===== src/rtl/seq_det_param.sv =====
// Parametrised Mealy serial-pattern detector with a runtime-loadable pattern and length.
// Optional macro SEQ_DET_REG_OUT_EN registers the match output (one cycle later).
module seq_det_param #(
  parameter int                   MAX_LEN     = 8,
  parameter int                   LEN_W       = 4,
  parameter int                   CNT_W       = 8,
  parameter logic [MAX_LEN-1:0]   DEF_PATTERN = MAX_LEN'(8'b0000_1101),
  parameter logic [LEN_W-1:0]     DEF_LEN     = LEN_W'(4),
  parameter logic                 DEF_OVERLAP = 1'b1
) (
  input  logic               clk,
  input  logic               rst,
  input  logic               din_valid,
  input  logic               din,
  input  logic               cfg_load,
  input  logic [MAX_LEN-1:0] cfg_pattern,
  input  logic [LEN_W-1:0]   cfg_len,
  input  logic               cfg_overlap,
  input  logic               count_clr,
  output logic               match,
  output logic [CNT_W-1:0]   match_count,
  output logic               cfg_err
);

  localparam logic [LEN_W-1:0] MAX_FILL = LEN_W'(MAX_LEN);

  logic [MAX_LEN-1:0] pattern;
  logic [MAX_LEN-1:0] hist;
  logic [MAX_LEN-1:0] window;
  logic [MAX_LEN-1:0] mask;
  logic [LEN_W-1:0]   len;
  logic [LEN_W-1:0]   fill;
  logic               overlap;
  logic               eq;
  logic               fill_ok;
  logic               hit;

  always_comb begin
    window = {hist[MAX_LEN-2:0], din};
    mask   = '0;
    for (int i = 0; i < MAX_LEN; i++) mask[i] = (i < int'(len));
    eq      = ((window ^ pattern) & mask) == '0;
    // fill >= len-1, written as fill+1 >= len so len=0 cannot underflow
    fill_ok = ({1'b0, fill} + (LEN_W+1)'(1)) >= {1'b0, len};
    // NOTE: gating with rst keeps match low throughout reset, whatever the default length.
    hit     = rst & din_valid & ~cfg_load & ~cfg_err & fill_ok & eq;
  end

  // NOTE: all sequential state uses non-blocking assignments so every register samples pre-edge values.
  always_ff @(posedge clk or negedge rst) begin
    if (!rst) begin
      pattern <= DEF_PATTERN;
      len     <= DEF_LEN;
      overlap <= DEF_OVERLAP;
      hist    <= '0;
      fill    <= '0;
      cfg_err <= 1'b0;
    end else if (cfg_load) begin
      pattern <= cfg_pattern;
      len     <= cfg_len;
      overlap <= cfg_overlap;
      hist    <= '0;
      fill    <= '0;
      cfg_err <= (cfg_len == '0) || (cfg_len > MAX_FILL);
    end else if (din_valid) begin
      hist <= window;
      if (hit && !overlap)
        fill <= '0;
      else if (fill != MAX_FILL)
        fill <= fill + LEN_W'(1);
    end
  end

  always_ff @(posedge clk or negedge rst) begin
    if (!rst)
      match_count <= '0;
    else if (count_clr || cfg_load)
      match_count <= '0;
    else if (hit && (match_count != '1))
      match_count <= match_count + CNT_W'(1);
  end

`ifdef SEQ_DET_REG_OUT_EN
  logic match_q;

  always_ff @(posedge clk or negedge rst) begin
    if (!rst)
      match_q <= 1'b0;
    else if (cfg_load)
      match_q <= 1'b0;
    else
      match_q <= hit;
  end

  assign match = match_q;
`else
  assign match = hit;
`endif

endmodule


===== config.mk =====
export PLATFORM = sky130hd
export DESIGN_NAME = seq_det_param
export DESIGN_NICKNAME = d
export VERILOG_FILES = /design/src/rtl/seq_det_param.sv
export SDC_FILE = /design/constraint.sdc
export NUM_CORES = 1
export LEC_CHECK = 0
export CAP_MARGIN = 20
export CORE_ASPECT_RATIO = 0.8
export CORE_MARGIN = 2
export CORE_UTILIZATION = 40
export DETAILED_ROUTE_END_ITERATION = 10
export PLACE_DENSITY_LB_ADDON = 0.25
export SYNTH_ARGS = -nofsm -noshare
export SYNTH_HDL_FRONTEND = slang
export SYNTH_SLANG_ARGS = --single-unit

===== constraint.sdc =====
create_clock -name clk -period 2.7 [get_ports clk]
set_clock_uncertainty 0.05 [all_clocks]
set_input_delay 0.54 -clock clk [delete_from_list [all_inputs] [get_ports clk]]
set_output_delay 0.54 -clock clk [all_outputs]
set_load 0.03 [all_outputs]

==> results.md <==
Global route:
- The number of antenna violations at the first check in global routing is 0.
- The global-route wire length before repair is 6670 um.
- The total global routing track utilization is 16.9%.
- The leftover overflow at the end of global routing is 0.
- Entering global routing, the biggest net connects 34 pins.
- The number of global-route vias before repair came to 1413.

Layout:
- Summing all multi-input logic gate instances after layout gives 886 um^2.
- In the final layout, the share of cells above drive strength 1 is 18.3%.
- The synthesis-to-finish area growth is 26.3%.
- The most common cell after layout, fill and taps aside is sky130_fd_sc_hd__clkdlybuf4s50_1.
- The number of antenna diodes in the final layout is 0.
- After the last flow step, the layout net total stands at 233.
- The top cell types in the final layout, fill and taps aside, are sky130_fd_sc_hd__clkdlybuf4s50_1, sky130_fd_sc_hd__dfrtp_1, sky130_fd_sc_hd__nor2_1.
- The sequential cell area is 835 um^2.
- After filler insertion, the fill cell instance count of the layout stands at 372.

Die:
- The top-level port count is 29.
- In this run the horizontal extent of the chip is 79.0 um.
- Once the floorplan was initialized, standard cells occupied 42.3% of the core.
- In this run the standard cell core region covers 4260 um^2.
- The die covers 5050 um^2.
- Measured along the y axis, the die boundary spans 64.0 um.
- Row generation in the floorplan step produced 21 rows.

Critical path:
- STA classifies the critical path startpoint as a flop.
- The sort of element at the end of the critical path is a primary output.
- STA puts the critical path data required time at 2.11 ns.
- The biggest fanout along the worst timing path is 6.
- The category of the critical setup timing path is flop to primary output.
- The critical path launch point is fill[0].
- The terminus of the critical flop-to-flop path is match_count[3].
- In this run the critical register-to-register path is launched from fill[0].
- The arrival time at the worst endpoint is 2.01 ns.
- The setup check on the worst reg-to-reg path leaves a slack of 0.21 ns.
- The number of cell instances on the worst register-to-register path is 9.

Timing:
- At the pin with the least slew margin, the transition time is 0.648 ns.
- Measured against its own limit, the worst slew margin works out to 56.6%.
- After layout, the minimum clock period comes to 2.60 ns.
- The final hold violation count came to 0.
- The highest attainable clock frequency is 384 MHz.
- Adding up every negative setup slack in the final design gives 0 ns.
- Setup repair after global routing left no endpoint under its margin.
- In the finished design, the share of the clock period the worst path needs comes to 96.4%.
- Setup violations remaining at the end of the flow were counted as 0.
- The max-slew violation count is 0.

Routing:
- The remaining antenna violation count after routing is 0.
- The via count of the routed design is 1417.
- In the routed design, unresolved DRC markers number 0.
- The detailed-router iteration count before antenna repair is 5.
- The number of vias per cell is 5.35.
- The average wire length per cell after detail routing is 14.4 um.
- Wires add up to 3820 um.
- The detailed router's first-iteration violation count is 142.

Logic synthesis:
- By area the synthesized netlist is led by sky130_fd_sc_hd__dfrtp_1, sky130_fd_sc_hd__dfstp_2, sky130_fd_sc_hd__mux2_2.
- After synthesis the netlist holds a flip-flop and latch count of 33.
- The average instance area after synthesis is 10.3 um^2.
- After synthesis, the largest family of logic cells by area is simple AND/OR/NAND/NOR gates.
- The number of cells produced by synthesis is 174.
- The synthesized design spends more area on one cell type than any other, namely sky130_fd_sc_hd__dfrtp_1.
- Synthesis instantiated 39 different standard cells from the library.
- Counting every net in the synthesized netlist gives 200.
- The mux share of post-synthesis cell area is 11.3%.
- Of the synthesized area, sequential elements account for 46.2%.
- The cell area after synthesis is 1800 um^2.
- The share of the synthesized area in the top cell type is 38.9%.
- The synthesized netlist devotes 15.4% of its cell area to simple gates.
- The count of warnings emitted by yosys is 0.
- The XOR/XNOR share of the synthesized area is 5.35%.
- The fraction of the mapped netlist area in adder cells is 4.87%.
- The synthesized-area fraction occupied by ao, oa, aoi and oai cells is 11.6%.

Clocking:
- The clock transition time at the flip-flop clock pins of the worst setup and hold paths is 0.07 ns.
- The TritonCTS buffer count is 5.
- The number of buffers on the longest clock path is 2.
- After clock tree synthesis, the flow added hold-fix buffers numbering 0.
- The H-tree was split into 2 levels.
- The clock root buffer is sky130_fd_sc_hd__clkbuf_8.
- For the worst-skew pair, the clock arrives at the later sink with an insertion delay of 0.28 ns.
- The clock drives 33 sinks.
- The TritonCTS clock tree is done.

Power:
- The power density over the cells is 528 nW/um^2.
- The highest ir drop seen on vdd is 310 uV.
- The analysis attributes to cell leakage a power of 0.914 nW.
- After layout, the design draws a total of 1.20 mW.

Flow run:
- The max-capacitance violation count is 0.

Min path:
- The cell count of the worst hold path is 1.
- The class of the worst hold path is flop to flop.
- The endpoint with the worst hold slack is pattern[6].
- In this run the most critical hold path is launched from pattern[6].

Placement:
- Summed over all nets, the half-perimeter wirelength after detailed placement is 2770 um.
- The count of buffers added on input and output ports is 28.
- The weighted congestion at the end of routability-driven global placement is 0.818.

Status:
- The run finished with clean final reports.
==> repair_timing <==
action / CTS / global route
setup buffers: 1 / 2
pin swaps: 1 / 3
setup endpoints to repair: 1 / 5
endpoints found under the hold margin: 0 / 0
resized for setup: 1 / 8
==> power by group <==
group | leakage [nW] | internal (mW) | total [mW] | switching, mW
Clock | 0.0585 | 0.301 | 0.478 | 0.178
Combinational | 0.438 | 0.0858 | 0.164 | 0.0785
Sequential | 0.418 | 0.527 | 0.557 | 0.0299
Total | 0.914 | 0.913 | 1.20 | 0.286
==> registers in the layout, indices dropped and copies added (netlist names) <==
name / count
pattern: 8
fill: 4
match_count: 8
cfg_err: 1
hist: 7
len: 4
overlap: 1
==> cell type report <==
class | count | area share (%)
Clock buffer | 7 | 3.80
Clock inverter | 1 | 1.32
Timing Repair Buffer | 35 | 14.7
Multi-Input combinational cell | 124 | 39.0
Inverter | 8 | 1.32
Tap cell | 57 | 3.14
Sequential cell | 33 | 36.7
==> stage by stage <==
step | setup slack (ns) | utilization (%) | hold slack, ns | instances | area [um^2]
floorplan | 0.255 | - | 0.194 | 174 | 1800
global placement | 0.0917 | 49.7 | 0.455 | 254 | 2110
detailed placement | 0.0680 | 49.7 | 0.471 | 254 | 2110
CTS | 0.0155 | 52.6 | 0.487 | 263 | 2240
global route | 0.0000906 | 53.4 | 0.507 | 265 | 2270
finish | 0.0975 | 53.4 | 0.486 | 265 | 2270
==> synth_stat cells (all sizes together) <==
master,number
a211oi,2
a21oi,9
a31oi,1
and3,1
buf,5
clkbuf,4
dfrtp,28
dfstp,5
ha,7
inv,8
mux2,10
mux2i,9
nand2,7
nand2b,2
nand3,10
nand3b,3
nor2,16
nor3,2
nor4,6
o2111ai,1
o211ai,1
o21ai,11
o22ai,2
o311ai,2
o31ai,2
o32ai,1
o41ai,2
or2,1
or3,3
or4,2
xnor2,10
xor2,1
==> critical path: stages (launching register included) <==
cell and delay [ns]:
sky130_fd_sc_hd__dfrtp_2 0.44, sky130_fd_sc_hd__inv_1 0.06, sky130_fd_sc_hd__ha_1 0.30, sky130_fd_sc_hd__ha_1 0.28, sky130_fd_sc_hd__a211oi_1 0.23, sky130_fd_sc_hd__o21ai_1 0.13, sky130_fd_sc_hd__nand3_2 0.12, sky130_fd_sc_hd__inv_2 0.05
sky130_fd_sc_hd__buf_6 0.13
==> layer usage <==
layer	global-route usage, %	part of all wire [%]
met5	0	0
met4	5.17	0.89
met3	4.38	5.3
met2	27.5	47
met1	22.1	47
==> worst max path at each step <==
| stage | to |
|---|---|
| floorplan | match |
| global placement | match |
| detailed placement | match |
| CTS | match |
| global route | match |
| finish | match |
==> logic make-up (layout without fill, tap and decap cells) <==
kind of cell,after synthesis,in the layout
flip-flops,33,33
AO/OA/AOI/OAI,34,34
XOR/XNOR,11,11
adder cells (fa/ha/maj),7,7
buffers and inverters,17,51
multiplexers,19,19
AND/OR/NAND/NOR,53,53
No activity file was read; power rests on OpenSTA's default activity.
